<file path="config.mk">
export PLATFORM = sky130hd
export DESIGN_NAME = sparc_decode_stage
export DESIGN_NICKNAME = d
export VERILOG_FILES = /design/src/rtl/sparc_decode_pkg.sv /design/src/rtl/sparc_decode_comb.sv /design/src/rtl/sparc_decode_stage.sv
export SDC_FILE = /design/constraint.sdc
export NUM_CORES = 1
export LEC_CHECK = 0
export CORE_AREA = 2 2 135 137
export DETAILED_ROUTE_END_ITERATION = 12
export DIE_AREA = 0 0 137 139
export PLACE_DENSITY_LB_ADDON = 0.15
export SLEW_MARGIN = 25
export SYNTH_ARGS = -nofsm -noshare
export SYNTH_HDL_FRONTEND = slang
export SYNTH_HIERARCHICAL = 1
export SYNTH_SLANG_ARGS = --single-unit
export TNS_END_PERCENT = 10
</file>
<file path="constraint.sdc">
create_clock -name clk -period 7 [get_ports clk]
set_input_delay 1.4 -clock clk [delete_from_list [all_inputs] [get_ports clk]]
set_output_delay 1.4 -clock clk [all_outputs]
set_load 0.03 [all_outputs]
</file>
<file path="src/rtl/sparc_decode_pkg.sv">
// Shared encodings for the SPARC decode stage: opcode fields, ALU and
// memory-size codes, and the decoded control record.
package sparc_decode_pkg;

  localparam logic [1:0] OP_FMT2 = 2'b00;
  localparam logic [1:0] OP_CALL = 2'b01;
  localparam logic [1:0] OP_ALU  = 2'b10;
  localparam logic [1:0] OP_MEM  = 2'b11;

  localparam logic [2:0] OP2_SETHI = 3'b100;

  localparam logic [5:0] OP3_ADD  = 6'b000000;
  localparam logic [5:0] OP3_AND  = 6'b000001;
  localparam logic [5:0] OP3_OR   = 6'b000010;
  localparam logic [5:0] OP3_SUB  = 6'b000100;
  localparam logic [5:0] OP3_UMUL = 6'b001010;
  localparam logic [5:0] OP3_SMUL = 6'b001011;
  localparam logic [5:0] OP3_UDIV = 6'b001110;
  localparam logic [5:0] OP3_SLL  = 6'b100101;
  localparam logic [5:0] OP3_SRL  = 6'b100110;
  localparam logic [5:0] OP3_SRA  = 6'b100111;

  localparam logic [5:0] OP3_LD   = 6'b000000;
  localparam logic [5:0] OP3_LDUB = 6'b000001;
  localparam logic [5:0] OP3_LDUH = 6'b000010;
  localparam logic [5:0] OP3_LDD  = 6'b000011;
  localparam logic [5:0] OP3_ST   = 6'b000100;
  localparam logic [5:0] OP3_STB  = 6'b000101;
  localparam logic [5:0] OP3_STH  = 6'b000110;
  localparam logic [5:0] OP3_STD  = 6'b000111;
  localparam logic [5:0] OP3_LDSB = 6'b001001;
  localparam logic [5:0] OP3_LDSH = 6'b001010;

  localparam logic [2:0] ALU_AND   = 3'b000;
  localparam logic [2:0] ALU_OR    = 3'b001;
  localparam logic [2:0] ALU_ADD   = 3'b010;
  localparam logic [2:0] ALU_SUB   = 3'b011;
  localparam logic [2:0] ALU_MUL   = 3'b100;
  localparam logic [2:0] ALU_DIV   = 3'b101;
  localparam logic [2:0] ALU_SHIFT = 3'b110;

  localparam logic [1:0] SIZE_BYTE = 2'b00;
  localparam logic [1:0] SIZE_HALF = 2'b01;
  localparam logic [1:0] SIZE_WORD = 2'b10;

  typedef struct packed {
    logic       mem_write;
    logic       mem_read;
    logic       reg_write;
    logic [1:0] mem_size;
    logic       mem_signed;
    logic [2:0] alu_op;
    logic       signed_mul;
    logic       left_shift;
    logic       arith_shift;
    logic       illegal;
    logic       is_alu;
    logic       is_mem;
    logic       is_store;
    logic       is_dw;
    logic       is_sethi;
    logic       is_shift;
    logic       use_imm;
  } ctrl_t;

  // Double-word beats target the even register first, then the odd one.
  function automatic logic [4:0] dw_rd(input logic [4:0] rd, input logic second);
    return second ? (rd | 5'd1) : (rd & 5'b11110);
  endfunction

endpackage

</file>
<file path="src/rtl/sparc_decode_comb.sv">
// Purely combinational opcode decode: op/op3/i -> control record.
module sparc_decode_comb
  import sparc_decode_pkg::*;
#(
  parameter bit ENABLE_DW = 1'b1
) (
  input  logic [1:0] op,
  input  logic [5:0] op3,
  input  logic       i_bit,
  output ctrl_t      ctrl
);

  // Classify the instruction; undefined op3 values collapse to illegal
  // with every enable cleared.
  always_comb begin
    ctrl = '0;
    case (op)
      OP_ALU: begin
        ctrl.is_alu    = 1'b1;
        ctrl.reg_write = 1'b1;
        ctrl.use_imm   = i_bit;
        case (op3)
          OP3_ADD:  ctrl.alu_op = ALU_ADD;
          OP3_AND:  ctrl.alu_op = ALU_AND;
          OP3_OR:   ctrl.alu_op = ALU_OR;
          OP3_SUB:  ctrl.alu_op = ALU_SUB;
          OP3_UMUL: ctrl.alu_op = ALU_MUL;
          OP3_SMUL: begin
            ctrl.alu_op     = ALU_MUL;
            ctrl.signed_mul = 1'b1;
          end
          OP3_UDIV: ctrl.alu_op = ALU_DIV;
          OP3_SLL: begin
            ctrl.alu_op     = ALU_SHIFT;
            ctrl.is_shift   = 1'b1;
            ctrl.left_shift = 1'b1;
          end
          OP3_SRL: begin
            ctrl.alu_op   = ALU_SHIFT;
            ctrl.is_shift = 1'b1;
          end
          OP3_SRA: begin
            ctrl.alu_op      = ALU_SHIFT;
            ctrl.is_shift    = 1'b1;
            ctrl.arith_shift = 1'b1;
          end
          default: begin
            ctrl         = '0;
            ctrl.illegal = 1'b1;
          end
        endcase
      end
      OP_MEM: begin
        ctrl.is_mem   = 1'b1;
        ctrl.use_imm  = i_bit;
        ctrl.mem_size = SIZE_WORD;
        case (op3)
          OP3_LD: begin
            ctrl.mem_read  = 1'b1;
            ctrl.reg_write = 1'b1;
          end
          OP3_LDUB, OP3_LDSB: begin
            ctrl.mem_read   = 1'b1;
            ctrl.reg_write  = 1'b1;
            ctrl.mem_size   = SIZE_BYTE;
            ctrl.mem_signed = (op3 == OP3_LDSB);
          end
          OP3_LDUH, OP3_LDSH: begin
            ctrl.mem_read   = 1'b1;
            ctrl.reg_write  = 1'b1;
            ctrl.mem_size   = SIZE_HALF;
            ctrl.mem_signed = (op3 == OP3_LDSH);
          end
          OP3_LDD: begin
            if (ENABLE_DW) begin
              ctrl.mem_read  = 1'b1;
              ctrl.reg_write = 1'b1;
              ctrl.is_dw     = 1'b1;
            end else begin
              ctrl         = '0;
              ctrl.illegal = 1'b1;
            end
          end
          OP3_ST: begin
            ctrl.mem_write = 1'b1;
            ctrl.is_store  = 1'b1;
          end
          OP3_STB: begin
            ctrl.mem_write = 1'b1;
            ctrl.is_store  = 1'b1;
            ctrl.mem_size  = SIZE_BYTE;
          end
          OP3_STH: begin
            ctrl.mem_write = 1'b1;
            ctrl.is_store  = 1'b1;
            ctrl.mem_size  = SIZE_HALF;
          end
          OP3_STD: begin
            if (ENABLE_DW) begin
              ctrl.mem_write = 1'b1;
              ctrl.is_store  = 1'b1;
              ctrl.is_dw     = 1'b1;
            end else begin
              ctrl         = '0;
              ctrl.illegal = 1'b1;
            end
          end
          default: begin
            ctrl         = '0;
            ctrl.illegal = 1'b1;
          end
        endcase
      end
      OP_FMT2: begin
        if (op3[5:3] == OP2_SETHI) begin
          ctrl.is_sethi  = 1'b1;
          ctrl.reg_write = 1'b1;
          ctrl.alu_op    = ALU_OR;
        end
      end
      default: ;
    endcase
  end

endmodule

</file>
<file path="src/rtl/sparc_decode_stage.sv">
// SPARC integer decode stage: valid/ready input, register-file reads,
// registered control/operand bundle, two-beat ldd/std sequencing.
module sparc_decode_stage
  import sparc_decode_pkg::*;
#(
  parameter int XLEN      = 32,
  parameter bit ENABLE_DW = 1'b1,
  parameter bit ZERO_R0   = 1'b1
) (
  input  logic            clk,
  input  logic            rst_n,
  input  logic            flush,
  input  logic            in_valid,
  output logic            in_ready,
  input  logic [31:0]     instruction,
  output logic [4:0]      rf_raddr_a,
  output logic [4:0]      rf_raddr_b,
  output logic [4:0]      rf_raddr_c,
  input  logic [XLEN-1:0] rf_rdata_a,
  input  logic [XLEN-1:0] rf_rdata_b,
  input  logic [XLEN-1:0] rf_rdata_c,
  output logic            out_valid,
  input  logic            out_ready,
  output logic            mem_write,
  output logic            mem_read,
  output logic            reg_write,
  output logic [1:0]      mem_access_size,
  output logic            mem_access_signed,
  output logic [2:0]      alu_op,
  output logic            signed_mul,
  output logic            left_shift,
  output logic            arith_shift,
  output logic [XLEN-1:0] src_a,
  output logic [XLEN-1:0] src_b,
  output logic [XLEN-1:0] src_c,
  output logic [4:0]      rd,
  output logic            dw_second,
  output logic            illegal
);

  typedef enum logic {IDLE = 1'b0, DW2 = 1'b1} state_t;

  state_t        state, state_next;
  logic [31:0]   dw_instr;
  logic [31:0]   cur_instr;
  logic          beat2;
  ctrl_t         ctrl;
  logic [4:0]    f_rd, f_rs1, f_rs2, rd_eff;
  logic [XLEN-1:0] opa, opb, opc, simm_ext, shamt, sethi_val, op2v;
  logic [XLEN-1:0] nxt_a, nxt_b, nxt_c;
  logic          slot_free, accept, load;

  function automatic logic [XLEN-1:0] rd_val(input logic [4:0] a, input logic [XLEN-1:0] d);
    return (ZERO_R0 && a == 5'd0) ? '0 : d;
  endfunction

  // During DW2 the latched ldd/std drives decode and the RF read ports.
  assign beat2     = (state == DW2);
  assign cur_instr = beat2 ? dw_instr : instruction;

  sparc_decode_comb #(.ENABLE_DW(ENABLE_DW)) u_comb (
    .op    (cur_instr[31:30]),
    .op3   (cur_instr[24:19]),
    .i_bit (cur_instr[13]),
    .ctrl  (ctrl)
  );

  assign f_rd   = cur_instr[29:25];
  assign f_rs1  = cur_instr[18:14];
  assign f_rs2  = cur_instr[4:0];
  assign rd_eff = ctrl.is_dw ? dw_rd(f_rd, beat2) : f_rd;

  // Port a carries store data (rd) for stores, rs1 otherwise.
  assign rf_raddr_a = ctrl.is_store ? rd_eff : f_rs1;
  assign rf_raddr_b = f_rs1;
  assign rf_raddr_c = f_rs2;

  assign opa = rd_val(rf_raddr_a, rf_rdata_a);
  assign opb = rd_val(rf_raddr_b, rf_rdata_b);
  assign opc = rd_val(rf_raddr_c, rf_rdata_c);

  assign simm_ext  = XLEN'($signed(cur_instr[12:0]));
  assign shamt     = XLEN'(cur_instr[4:0]);
  assign sethi_val = XLEN'({cur_instr[21:0], 10'b0});
  assign op2v      = ctrl.use_imm ? (ctrl.is_shift ? shamt : simm_ext) : opc;

  // Operand steering per instruction class; the second ldd/std beat
  // addresses the following word.
  always_comb begin
    nxt_a = '0;
    nxt_b = '0;
    nxt_c = '0;
    if (ctrl.is_alu) begin
      nxt_a = opa;
      nxt_b = op2v;
    end else if (ctrl.is_mem) begin
      nxt_a = opa;
      nxt_b = opb;
      nxt_c = op2v + (beat2 ? XLEN'(32'd4) : '0);
    end else if (ctrl.is_sethi) begin
      nxt_b = sethi_val;
    end
  end

  assign slot_free = !out_valid || out_ready;
  assign in_ready  = (state == IDLE) && slot_free;
  assign accept    = in_valid && in_ready;
  assign load      = !flush && (accept || (beat2 && slot_free));

  // Double-word sequencer next state; flush aborts any pending beat.
  always_comb begin
    state_next = state;
    if (flush) begin
      state_next = IDLE;
    end else begin
      case (state)
        IDLE: if (accept && ctrl.is_dw) state_next = DW2;
        DW2:  if (slot_free)            state_next = IDLE;
        default: state_next = IDLE;
      endcase
    end
  end

  // Sequencer state register.
  always_ff @(posedge clk or negedge rst_n) begin
    if (!rst_n) state <= IDLE;
    else        state <= state_next;
  end

  // Hold the ldd/std word so beat 2 can be decoded after in_ready drops.
  always_ff @(posedge clk or negedge rst_n) begin
    if (!rst_n)                                dw_instr <= '0;
    else if (!flush && accept && ctrl.is_dw)   dw_instr <= instruction;
  end

  // Output bundle register: load on issue, hold under backpressure.
  always_ff @(posedge clk or negedge rst_n) begin
    if (!rst_n) begin
      out_valid         <= 1'b0;
      mem_write         <= 1'b0;
      mem_read          <= 1'b0;
      reg_write         <= 1'b0;
      mem_access_size   <= 2'b00;
      mem_access_signed <= 1'b0;
      alu_op            <= 3'b000;
      signed_mul        <= 1'b0;
      left_shift        <= 1'b0;
      arith_shift       <= 1'b0;
      src_a             <= '0;
      src_b             <= '0;
      src_c             <= '0;
      rd                <= 5'd0;
      dw_second         <= 1'b0;
      illegal           <= 1'b0;
    end else if (flush) begin
      out_valid <= 1'b0;
    end else if (load) begin
      out_valid         <= 1'b1;
      mem_write         <= ctrl.mem_write;
      mem_read          <= ctrl.mem_read;
      reg_write         <= ctrl.reg_write;
      mem_access_size   <= ctrl.mem_size;
      mem_access_signed <= ctrl.mem_signed;
      alu_op            <= ctrl.alu_op;
      signed_mul        <= ctrl.signed_mul;
      left_shift        <= ctrl.left_shift;
      arith_shift       <= ctrl.arith_shift;
      src_a             <= nxt_a;
      src_b             <= nxt_b;
      src_c             <= nxt_c;
      rd                <= rd_eff;
      dw_second         <= beat2;
      illegal           <= ctrl.illegal;
    end else if (out_ready) begin
      out_valid <= 1'b0;
    end
  end

endmodule

</file>
# --- Word-level counts from Yosys, hierarchy flattened ---
# Index checks and enable logic that the tools add are counted.
totals:
  elab_cells: 115
  mem_bits_rw: 0
  out_inout_bits: 132
  mem_bits_ro: 0
  latch_bits: 0
  regBits: 149
  n_memories: 0
op_classes:
  magnitude_cmp: 0
  n_shift: 0
  add_sub_neg: 1
  bitwise_logic: 2
  mux: 47
  div: 0
  eq_ne: 17
  n_reduce_logical: 30
  n_mul: 0
ops:
  columns: ["cell", "n"]
  rows:
  - ["$mux 32", 13]
  - ["$add 32x3->32", 1]
  - ["$eq 6x3->1 const B", 4]
  - ["$eq 6x4->1 const B", 4]
  - ["$reduce_or 10->1", 2]
  - ["$eq 6x6->1 const B", 3]
  - ["$pmux 3 s6", 1]
  - ["$mux 1", 16]
  - ["$pmux 8 s2", 1]
  - ["$logic_not 5->1", 3]
  - ["$eq 6x2->1 const B", 2]
  - ["$pmux 2 s2", 3]
  - ["$pmux 3 s3", 1]
  - ["$pmux 4 s2", 1]
  - ["$reduce_or 2->1", 4]
  - ["$reduce_or 4->1", 2]
  - ["$reduce_or 8->1", 1]
  - ["$logic_and 1x1->1", 7]
  - ["$eq 6x1->1 const B", 1]
  - ["$logic_not 6->1", 1]
  - ["$mux 3", 2]
  - ["$mux 6", 1]
  - ["$pmux 1 s3", 2]
  - ["$pmux 3 s2", 1]
  - ["14 further kinds", 20]

# --- Logic depth before layout (Yosys ltp) ---
# Gate-level depths: netlist of the first run.
depth:
  word_depth: 11
  depth_mapped: 21

# --- Hierarchy ---
# The synthesis of the first run kept the hierarchy.
modules_own_cells:
  columns: ["module", "cells_per_inst", "area_each_um2", "seq_area_each_um2", "n_inst"]
  rows:
  - ["sparc_decode_stage", 802, 7719.9, 3728.6, 1]
  - ["sparc_decode_comb", 66, 377.9, 0.0, 1]

# --- Least setup slack after synthesis of the first run ---
# Ideal clock, no wire load.
synth_timing:
  path_kind: "in2reg"
  from: "input instruction[24]"
  to: "register src_c[16]"
  path_buffers: 4
  stages: 17
  t_required_ns: 6.896
  setup_ns: 0.104
  slack_ns: 2.090
  arrival_ns: 4.806
  path_cell_list: "mux2_2 -> buf_6 -> or3_1 -> o211ai_2 -> nand4b_1 -> a21oi_1 -> buf_2 -> buf_1 -> clkbuf_1 -> nand2_1 -> o21ai_0 -> ha_1 -> ha_1 -> nor4b_4 -> nand3_2 -> or4_1 -> o311ai_1"
synth_rtl:
  columns: ["item", "line", "rtl"]
  rows:
  - ["start: declaration", "sparc_decode_stage.sv:15", "input logic [31:0] instruction,"]
  - ["end signal: assignment", "sparc_decode_stage.sv:170", "src_c <= nxt_c;"]
  - ["end: declaration", "sparc_decode_stage.sv:35", "output logic [XLEN-1:0] src_c,"]

==> key figures, run 1 <==
Synth
  • Multiplexer share of the synthesized area: 8.53%
  • Synth unique cells: 69
  • Asr flop ratio synth: 100%
  • Synthesis Warnings: 6
  • Synth Area in Compound Gates: 19.3%
  • Cell Area, Synth: 8100 sq um
  • Syn avg cell area: 9.33 sq um
  • Gate Count Post-Synth: 868
  • Seq cells post-synth: between 100 and 150
  • Post-synth net total: 1004
  • Synth Area in XOR/XNOR: approximately 2.1%
  • Post-Synth Adder-Cell Area: less than 1%
  • Sequential area share after synthesis: 46.0%
  • Post-synth EDFFs: 0
  • Largest family of logic cells by synthesized area: compound AO/OA/AOI/OAI gates
  • Synth Area in Simple Gates: a little under a fifth
  • Ys flop type: dfrtp_1

Hold path
  • HP Class: reg2reg
  • Worst Hold Endpoint: alu_op[0]$_DFFE_PN0P_
  • Hold Crit Start: alu_op[0]$_DFFE_PN0P_
  • Worst hold path depth: 2

Final layout
  • Most frequent cells in the layout: 263 x clkdlybuf4s50_1, 148 x nand2_1, 148 x dfrtp_1, 71 x nor2_1, 64 x o21ai_0
  • Area taken by multi-input logic gates: around 4000 sq um
  • Finished Layout Cells: 1333
  • Fill cell count: 1503
  • Nets: 1227
  • FF+latch area: 3730 sq um
  • Share of cells above drive strength 1: roughly a tenth
  • Ant. Diodes: 0
  • Most common library cell in the layout ignoring fill and taps: clkdlybuf4s50_1
  • Layout Area Growth over Synthesis: 40.3%

STA
  • Tmin final: 5.38 ns
  • Slew headroom: 31.6%
  • TNS Setup: 0 ns
  • Least-Margin Pin Slew: 1.02 ns
  • Max-slew violations: 0
  • RSZ-0062 raised after global routing: false
  • Worst Skew: 0.00922 ns
  • Final setup viols: 0
  • Final Cycle Share: 76.9%
  • Fmax achieved: roughly 190 MHz
  • Final Hold Vio Count: 0

Critical path
  • CP arrival: 3.98 ns
  • Worst reg2reg path endpoint: src_c[16]$_DFFE_PN0P_
  • Crit start category: input pin
  • Worst R2R Path Depth: 13
  • Crit-path cells: clkdlybuf4s50_1 > mux2_2 > inv_1 > and3_1 > nand2_1 > nor2_1 > o21ai_0 > o21ai_0 > nand2_1 > o21ai_0 > clkdlybuf4s50_1
  • Worst path top cell family by delay: buffers and inverters
  • Worst path bufs/invs: 3
  • Crit path largest cell delay: 0.74 ns
  • Worst setup EP type: output pin
  • Critical R2R Launch: beat2$_DFF_PN0_
  • Critical-path top delay cell: clkdlybuf4s50_1
  • CP Max Fanout: 10
  • Worst endpoint required time: 5.60 ns
  • Worst Setup Path Type: in2out
  • Reg-to-reg setup timing slack: 2.50 ns
  • Most common cell on crit path: o21ai_0

Clocking
  • Post-CTS sizing: 0
  • CTS Hold Bufs: 0
  • Clock root buffer: clkbuf_16
  • Clk sinks: 149
  • Post-CTS Setup Bufs: 0
  • Max Root-Sink Buffers: 2
  • H-tree Lvls: 4
  • Worst skew pair latency: 0.42 ns
  • CTS tree: yes
  • Clk slew on worst S/H paths: 0.06 ns
  • CTS Buf Count: 17

GRT
  • Initial antenna violation count: 1
  • GRT Resource Usage Total: 29.6%
  • GRT overflow: 0
  • Largest net degree at the start of global routing: 87
  • Number of global-route vias before repair: 7596
  • First-pass GRT wire length: 43200 um

Route
  • Iter 0 DRT Violations: 750
  • DRT Wirelength: 27600 um
  • Drt drc: 0
  • TritonRoute pass-1 iters: 6
  • ANT nets after route: 0
  • DR vias: 7587
  • Wire per inst: 20.7 um
  • Via density: 5.69

Floorplan
  • Core area: 17700 sq um
  • Row count: ~50
  • Starting density of the core: 45.9%
  • DIE AREA: about 19000 sq um
  • Chip height: 139 um
  • I/O pins: 265
  • Die width: 137 um

Placed design
  • Final GP Congestion: 0.948
  • I/O Buffers: 264
  • Dpl hpwl: 20100 um
  • Cell count after placement: around 1300

Power
  • Int Pwr: 0.00159 W
  • Sw Pwr: around 0.00065 W
  • Leakage Power: around 4.9 nW
  • Logic gate share of total power: about a fifth
  • VDD IR max: 162 uV
  • Sw Share: slightly below 30%
  • Clock network power share: between 40% and 50%
  • Power per cell area: between 150 and 200 nW/um^2
  • Flop pwr share: 41.1%

Job
  • # Max-Cap Violations: 0

Run status
  • Status: completed
==> flip-flops by register name, summed over array words and instances, names as in the netlist <==
signal	count
dw_instr	32
src_a	32
src_b	32
src_c	32
rd	5
alu_op	3
mem_access_size	2
arith_shift	1
beat2	1
dw_second	1
illegal	1
left_shift	1
mem_access_signed	1
mem_read	1
mem_write	1
out_valid	1
reg_write	1
signed_mul	1
==> final cells by class <==
class,instances,share of cell area (%)
clock buffer,20,3.93
clock inverter,12,1.08
inverter,12,0.397
multi-input combinational,634,35.1
sequential,149,32.8
tap,229,2.52
timing repair buffer,277,24.1
==> power groups by stage <==
stage               Combinational [W]  Clock (W)  Sequential, W
floorplan                    0.000143          0       0.000993
global placement             0.000415          0       0.000934
detailed placement           0.000415          0       0.000935
CTS                          0.000417   0.000912       0.000919
global route                 0.000446   0.000949       0.000924
finish                       0.000417   0.000900       0.000919
==> cells in the mapped netlist (16+ instances only) <==
library cell | number | share of area, %
a21o_1 | 16 | 1.5
a21oi_1 | 40 | 2.5
a22o_1 | 36 | 3.9
and3_1 | 18 | 1.4
clkbuf_1 | 48 | 2.2
dfrtp_1 | 149 | 46
mux2_2 | 48 | 6.7
nand2_1 | 148 | 6.9
nand3_1 | 17 | 1.1
nor2_1 | 72 | 3.3
o21ai_0 | 64 | 4.0
==> routing by layer <==
metal  track usage, %  wire, um
met5                0        12
met3             9.03      2350
met2             45.2     12700
met1             40.3     11800
met4             9.66       783
==> worst max path at each step <==
| stage | from | endpoint | slack, ns | depth (start not counted) |
|---|---|---|---|---|
| 3_3_place_gp | instruction[21] | src_c[16]$_DFFE_PN0P_ | 1.36 | 15 |
| 5_1_grt | instruction[21] | src_c[16]$_DFFE_PN0P_ | 1.34 | 15 |
| 4_1_cts | instruction[24] | rf_raddr_a[0] | 1.64 | 11 |
| 6_report | instruction[24] | rf_raddr_a[0] | 1.62 | 11 |
| 3_5_place_dp | instruction[21] | src_c[16]$_DFFE_PN0P_ | 1.30 | 15 |
| 2_1_floorplan | instruction[24] | src_c[16]$_DFFE_PN0P_ | 2.09 | 17 |
==> cells by family after synthesis <==
kind of cell / count (synthesis)
compound gates: 227
xor+xnor: 19
fa+ha+maj: 3
buf+inv: 85
flops: 149
mux: 63
simple gates: 322
==> tightest hold or removal path, delay by kind of cell (launching register included) <==
kind	cells	cell delay, ns
simple gates	2	0.10
flops	1	0.34
==> stage by stage <==
| stage | hold slack (ns) | instance area (sq um) | utilization (%) | setup slack (ns) | total power [W] |
|---|---|---|---|---|---|
| 2_1_floorplan | 0.475 | 8100 | - | 2.09 | 0.00114 |
| 3_3_place_gp | 0.461 | 10800 | 61.1 | 1.36 | 0.00135 |
| 3_5_place_dp | 0.465 | 10800 | 61.1 | 1.30 | 0.00135 |
| 4_1_cts | 0.480 | 11400 | 64.3 | 1.64 | 0.00225 |
| 5_1_grt | 0.498 | 11400 | 64.3 | 1.34 | 0.00232 |
| 6_report | 0.474 | 11400 | 64.3 | 1.62 | 0.00224 |
No activity file was read; power rests on OpenSTA's default activity.
==> inputs of run 2 (changes only) <==
- CORE_AREA: 2 2 135 137 -> 2 2 142 144
- DIE_AREA: 0 0 137 139 -> 0 0 144 146
- clock period: 7 -> 4.7 ns (I/O delays scaled with it)
==> key figures, run 2 (synthesized netlist as in run 1, its figures left out) <==
Hold path
  • HP Class: reg2reg

Power
  • Sw Share: 30.3%
  • Leakage Power: between 5 and 6 nW
  • Power per cell area: 286 nW/um^2
  • Int Pwr: 0.00233 W
  • Sw Pwr: 0.00101 W
  • Clock network power share: 39.7%
  • Overall power consumption: 0.00334 W
  • Flop pwr share: 41.0%
  • Logic gate share of total power: 19.4%
  • VDD IR max: 249 uV

Clocking
  • Post-CTS Setup Bufs: 0
  • Post-CTS sizing: 0
  • Clock root buffer: clkbuf_16
  • CTS tree: yes
  • CTS Hold Bufs: 0
  • Max Root-Sink Buffers: 2
  • CTS Buf Count: 17
  • Clk slew on worst S/H paths: 0.06 ns
  • Worst skew pair latency: about 0.43 ns
  • Clk sinks: 149
  • H-tree Lvls: 4

Final layout
  • Nets: 1261
  • Layout Area Growth over Synthesis: 44.4%
  • Share of cells above drive strength 1: 13.3%
  • Most common library cell in the layout ignoring fill and taps: clkdlybuf4s50_1
  • Most frequent cells in the layout: 262 x clkdlybuf4s50_1, 148 x nand2_1, 148 x dfrtp_1, 71 x nor2_1, 64 x o21ai_0
  • Finished Layout Cells: ~1400
  • Ant. Diodes: 0
  • Final Instance Area: 11700 sq um
  • Fill cell count: 1735

GRT
  • GRT Resource Usage Total: 27.2%
  • Initial antenna violation count: 0
  • Number of global-route vias before repair: 7598
  • First-pass GRT wire length: 44100 um
  • GRT overflow: 0
  • Largest net degree at the start of global routing: between 90 and 100

STA
  • RSZ-0062 raised after global routing: false
  • Worst Skew: 0.0115 ns
  • Least-Margin Pin Slew: 0.954 ns
  • Final Hold Vio Count: 0
  • Final Cycle Share: roughly 96%
  • Final setup viols: 0
  • TNS Setup: 0 ns
  • Fmax achieved: 223 MHz
  • Max-slew violations: 0
  • Tmin final: approximately 4.5 ns
  • Slew headroom: 36.3%

Critical path
  • Worst Setup Path Type: in2out
  • Crit-path cells: clkdlybuf4s50_1 > mux2_2 > buf_4 > inv_1 > and3_1 > and3_1 > nor2_1 > a21oi_1 > clkdlybuf4s50_1
  • CP Max Fanout: 10
  • Crit path largest cell delay: 0.71 ns
  • Worst setup EP type: output pin
  • Critical-path top delay cell: clkdlybuf4s50_1
  • CP arrival: 3.55 ns
  • Crit start category: input pin
  • Worst endpoint required time: 3.76 ns

Route
  • TritonRoute pass-1 iters: 5
  • DRT Wirelength: 28200 um
  • ANT nets after route: 0
  • Wire per inst: 20.1 um
  • Iter 0 DRT Violations: 610
  • Drt drc: 0
  • DR vias: about 7700
  • Via density: ~5.5

Floorplan
  • Row count: 51
  • Core area: between 15000 and 20000 sq um
  • DIE AREA: 21000 sq um
  • Die width: 144 um
  • Starting density of the core: 41.9%
  • Chip height: 146 um
  • I/O pins: 265

Placed design
  • Placed inst area: 11100 sq um
  • Cell count after placement: 1371
  • Dpl hpwl: roughly 21000 um
  • I/O Buffers: between 200 and 300
  • Final GP Congestion: 0.914

Run status
  • Status: completed

Job
  • # Max-Cap Violations: 0
run 2: power by group through the flow:
| stage | Combinational, W | Clock (W) | Sequential (W) |
|---|---|---|---|
| after detailed placement | 0.000645 | 0 | 0.00139 |
| after CTS | 0.000648 | 0.00135 | 0.00137 |
| final | 0.000647 | 0.00133 | 0.00137 |
| after floorplan | 0.000212 | 0 | 0.00148 |
| after global routing | 0.000691 | 0.00141 | 0.00138 |
| after global placement | 0.000644 | 0 | 0.00139 |
run 2: final timing paths:
path | startpoint | to | depth (start not counted) | slack (ns)
max | instruction[24] | rf_raddr_a[2] | 9 | 0.21
min | alu_op[0]$_DFFE_PN0P_ | alu_op[0]$_DFFE_PN0P_ | 2 | 0.48
max reg2reg | beat2$_DFF_PN0_ | src_c[17]$_DFFE_PN0P_ | 13 | 0.79
min reg2reg | alu_op[0]$_DFFE_PN0P_ | alu_op[0]$_DFFE_PN0P_ | 2 | 0.48
max in group asynchronous | rst_n | left_shift$_DFFE_PN0P_ | 2 | 3.15
min in group asynchronous | rst_n | src_c[4]$_DFFE_PN0P_ | 1 | 0.58
run 2: layer usage:
metal	up-vias	track usage (%)	share of wire, %
li1	3629	-	-
met4	0	7.75	2.1
met3	38	6.45	8.1
met1	3711	38.0	44
met5	-	0	0
met2	314	42.3	46
run 2: layout make-up:
type / count / area (sq um) / share of cell area [%]
clock inverters: 15 / 138 / 1.18
clock buffers: 17 / 425 / 3.64
multi-input cells: 634 / 3990 / 34.1
inverters: 12 / 45.0 / 0.385
well taps: 265 / 332 / 2.84
flip-flops and latches: 149 / 3730 / 31.9
repair buffers: 311 / 3040 / 26.0
run 2: per-stage QoR:
step	worst slack, ns	hold WS [ns]	util, %
after floorplan	0.00107	0.475	-
after global placement	0.126	0.460	57.6
after detailed placement	0.0762	0.462	57.6
after CTS	0.184	0.478	60.5
after global routing	0.0575	0.496	60.5
final	0.208	0.475	60.5
run 2: critical path, delay by kind of cell:
| kind | cells | cell delay, ns |
|---|---|---|
| buffers and inverters | 4 | 1.40 |
| and+or+nand+nor | 3 | 0.75 |
| muxes | 1 | 0.28 |
| AOI/OAI and AO/OA | 1 | 0.19 |
==> inputs of run 3 (changes only) <==
- CORE_AREA: 2 2 142 144 -> 2 2 146 148
- DIE_AREA: 0 0 144 146 -> 0 0 148 150
==> key figures, run 3 (synthesized netlist as in run 1, its figures left out) <==
STA
  • Worst Skew: 0.0106 ns
  • Final setup viols: 0
  • WHS: between 0.4 and 0.5 ns
  • Final setup margin: approximately 0.25 ns
  • Max-slew violations: 0
  • TNS Setup: 0 ns
  • Slew headroom: 42.3%
  • Final Cycle Share: 94.8%
  • Fmax achieved: 225 MHz
  • Least-Margin Pin Slew: between 0.8 and 0.9 ns
  • RSZ-0062 raised after global routing: false
  • Tmin final: about 4.5 ns
  • Final Hold Vio Count: 0

Route
  • Wire per inst: approximately 21 um
  • Via density: 5.48
  • TritonRoute pass-1 iters: 6
  • Iter 0 DRT Violations: 573
  • Drt drc: 0
  • DR vias: 7749
  • ANT nets after route: 0
  • DRT Wirelength: approximately 30000 um

Power
  • VDD IR max: roughly 250 uV
  • Sw Share: 29.9%
  • Sw Pwr: 0.00102 W
  • Flop pwr share: 40.0%
  • Leakage Power: roughly 5.1 nW
  • Logic gate share of total power: 18.9%
  • Clock network power share: between 40% and 50%
  • Int Pwr: 0.00240 W
  • Power per cell area: between 200 and 300 nW/um^2

GRT
  • First-pass GRT wire length: 45100 um
  • GRT busiest layer: met2
  • Largest net degree at the start of global routing: 91
  • Initial antenna violation count: 2
  • Met1 usage: 36.2%
  • GRT Resource Usage Total: 26.5%
  • Global-route met2 utilization: 42.8%
  • GRT overflow: 0
  • Number of global-route vias before repair: ~7600
  • GR Util met3: 5.34%

Critical path
  • Crit start category: input pin
  • CP Max Fanout: 10
  • Critical-path top delay cell: clkdlybuf4s50_1
  • CP arrival: between 3 and 4 ns
  • Crit-path cells: clkdlybuf4s50_1 > mux2_2 > buf_4 > inv_1 > and3_1 > and3_1 > nor2_1 > a21oi_1 > clkdlybuf4s50_1
  • Crit path largest cell delay: about 0.7 ns
  • Worst setup EP type: output pin
  • Worst Setup Path Type: in2out
  • Worst endpoint required time: about 3.8 ns

Clocking
  • Worst skew pair latency: 0.43 ns
  • Clock root buffer: clkbuf_16
  • CTS Buf Count: 17
  • Max Root-Sink Buffers: 2
  • CTS tree: yes
  • Clk slew on worst S/H paths: 0.07 ns
  • H-tree Lvls: 4
  • Clk sinks: approximately 150

Job
  • # Max-Cap Violations: 0

Placed design
  • Place WS: approximately 0.096 ns
  • Final GP Congestion: 0.973
  • Dpl hpwl: 22100 um
  • I/O Buffers: 264
  • Cell count after placement: 1382

Floorplan
  • Starting density of the core: 39.1%
  • Core area: 20700 sq um
  • Die width: 148 um
  • Row count: 53
  • Chip height: 150 um
  • DIE AREA: roughly 22000 sq um
  • I/O pins: roughly 270

Final layout
  • Nets: 1262
  • Share of cells above drive strength 1: 13.3%
  • Layout Area Growth over Synthesis: 44.7%
  • Most common library cell in the layout ignoring fill and taps: clkdlybuf4s50_1
  • Most frequent cells in the layout: 262 x clkdlybuf4s50_1, 148 x nand2_1, 148 x dfrtp_1, 71 x nor2_1, 64 x o21ai_0
  • Finished Layout Cells: 1414
  • Fill cell count: 1938
  • Ant. Diodes: 0

Hold path
  • HP Class: reg2reg

Run status
  • Status: completed
==> run 3: worst paths after layout <==
kind | from | slack [ns] | depth (start not counted) | endpoint
setup / recovery | instruction[24] | 0.25 | 9 | rf_raddr_a[1]
hold / removal | mem_access_signed$_DFFE_PN0P_ | 0.48 | 2 | mem_access_signed$_DFFE_PN0P_
setup reg to reg | beat2$_DFF_PN0_ | 0.79 | 13 | src_c[17]$_DFFE_PN0P_
hold reg to reg | mem_access_signed$_DFFE_PN0P_ | 0.48 | 2 | mem_access_signed$_DFFE_PN0P_
max in group asynchronous | rst_n | 3.17 | 2 | src_c[17]$_DFFE_PN0P_
min in group asynchronous | rst_n | 0.54 | 1 | dw_instr[14]$_DFFE_PN0P_
==> run 3: per-stage QoR <==
stage	power, W	util (%)	instance area [sq um]
global placement	0.00204	53.8	11100
CTS	0.00345	56.6	11700
detailed placement	0.00204	53.8	11100
global route	0.00355	56.7	11700
finish	0.00342	56.7	11700
floorplan	0.00169	-	8100
==> run 3: layout make-up <==
| type | instances | area (sq um) | area share, % |
|---|---|---|---|
| flip-flops and latches | 149 | 3730 | 31.8 |
| repair buffers | 312 | 3020 | 25.8 |
| multi-input cells | 634 | 3990 | 34.0 |
| inverters | 12 | 45.0 | 0.384 |
| well taps | 275 | 344 | 2.94 |
| clock inverters | 14 | 156 | 1.33 |
| clock buffers | 18 | 439 | 3.75 |
==> run 3: timing repair <==
| action | 4_1_cts | 5_1_grt |
|---|---|---|
| hold buffers | 0 | 0 |
| buffers inserted | 0 | 0 |
| setup endpoints to repair | 0 | 1 |
| resized for setup | 0 | 1 |
==> run 3: power by group through the flow <==
stage	Combinational, W	Sequential [W]	Clock [W]
2_1_floorplan	0.000212	0.00148	0
3_3_place_gp	0.000646	0.00139	0
3_5_place_dp	0.000646	0.00139	0
4_1_cts	0.000649	0.00137	0.00143
5_1_grt	0.000690	0.00138	0.00148
6_report	0.000647	0.00137	0.00140
==> run 3: worst max-delay path: cells and delay by family <==
kind | cells | cell delay [ns]
AOI/OAI and AO/OA | 1 | 0.17
buffers and inverters | 4 | 1.39
muxes | 1 | 0.29
and+or+nand+nor | 3 | 0.74
==> run 3: layer usage <==
metal | part of all wire (%) | vias up | routed length (um)
met5 | 0.11 | - | 31
met4 | 1.8 | 4 | 532
met3 | 6.1 | 36 | 1800
met2 | 47 | 289 | 13800
met1 | 45 | 3785 | 13100
li1 | - | 3635 | -
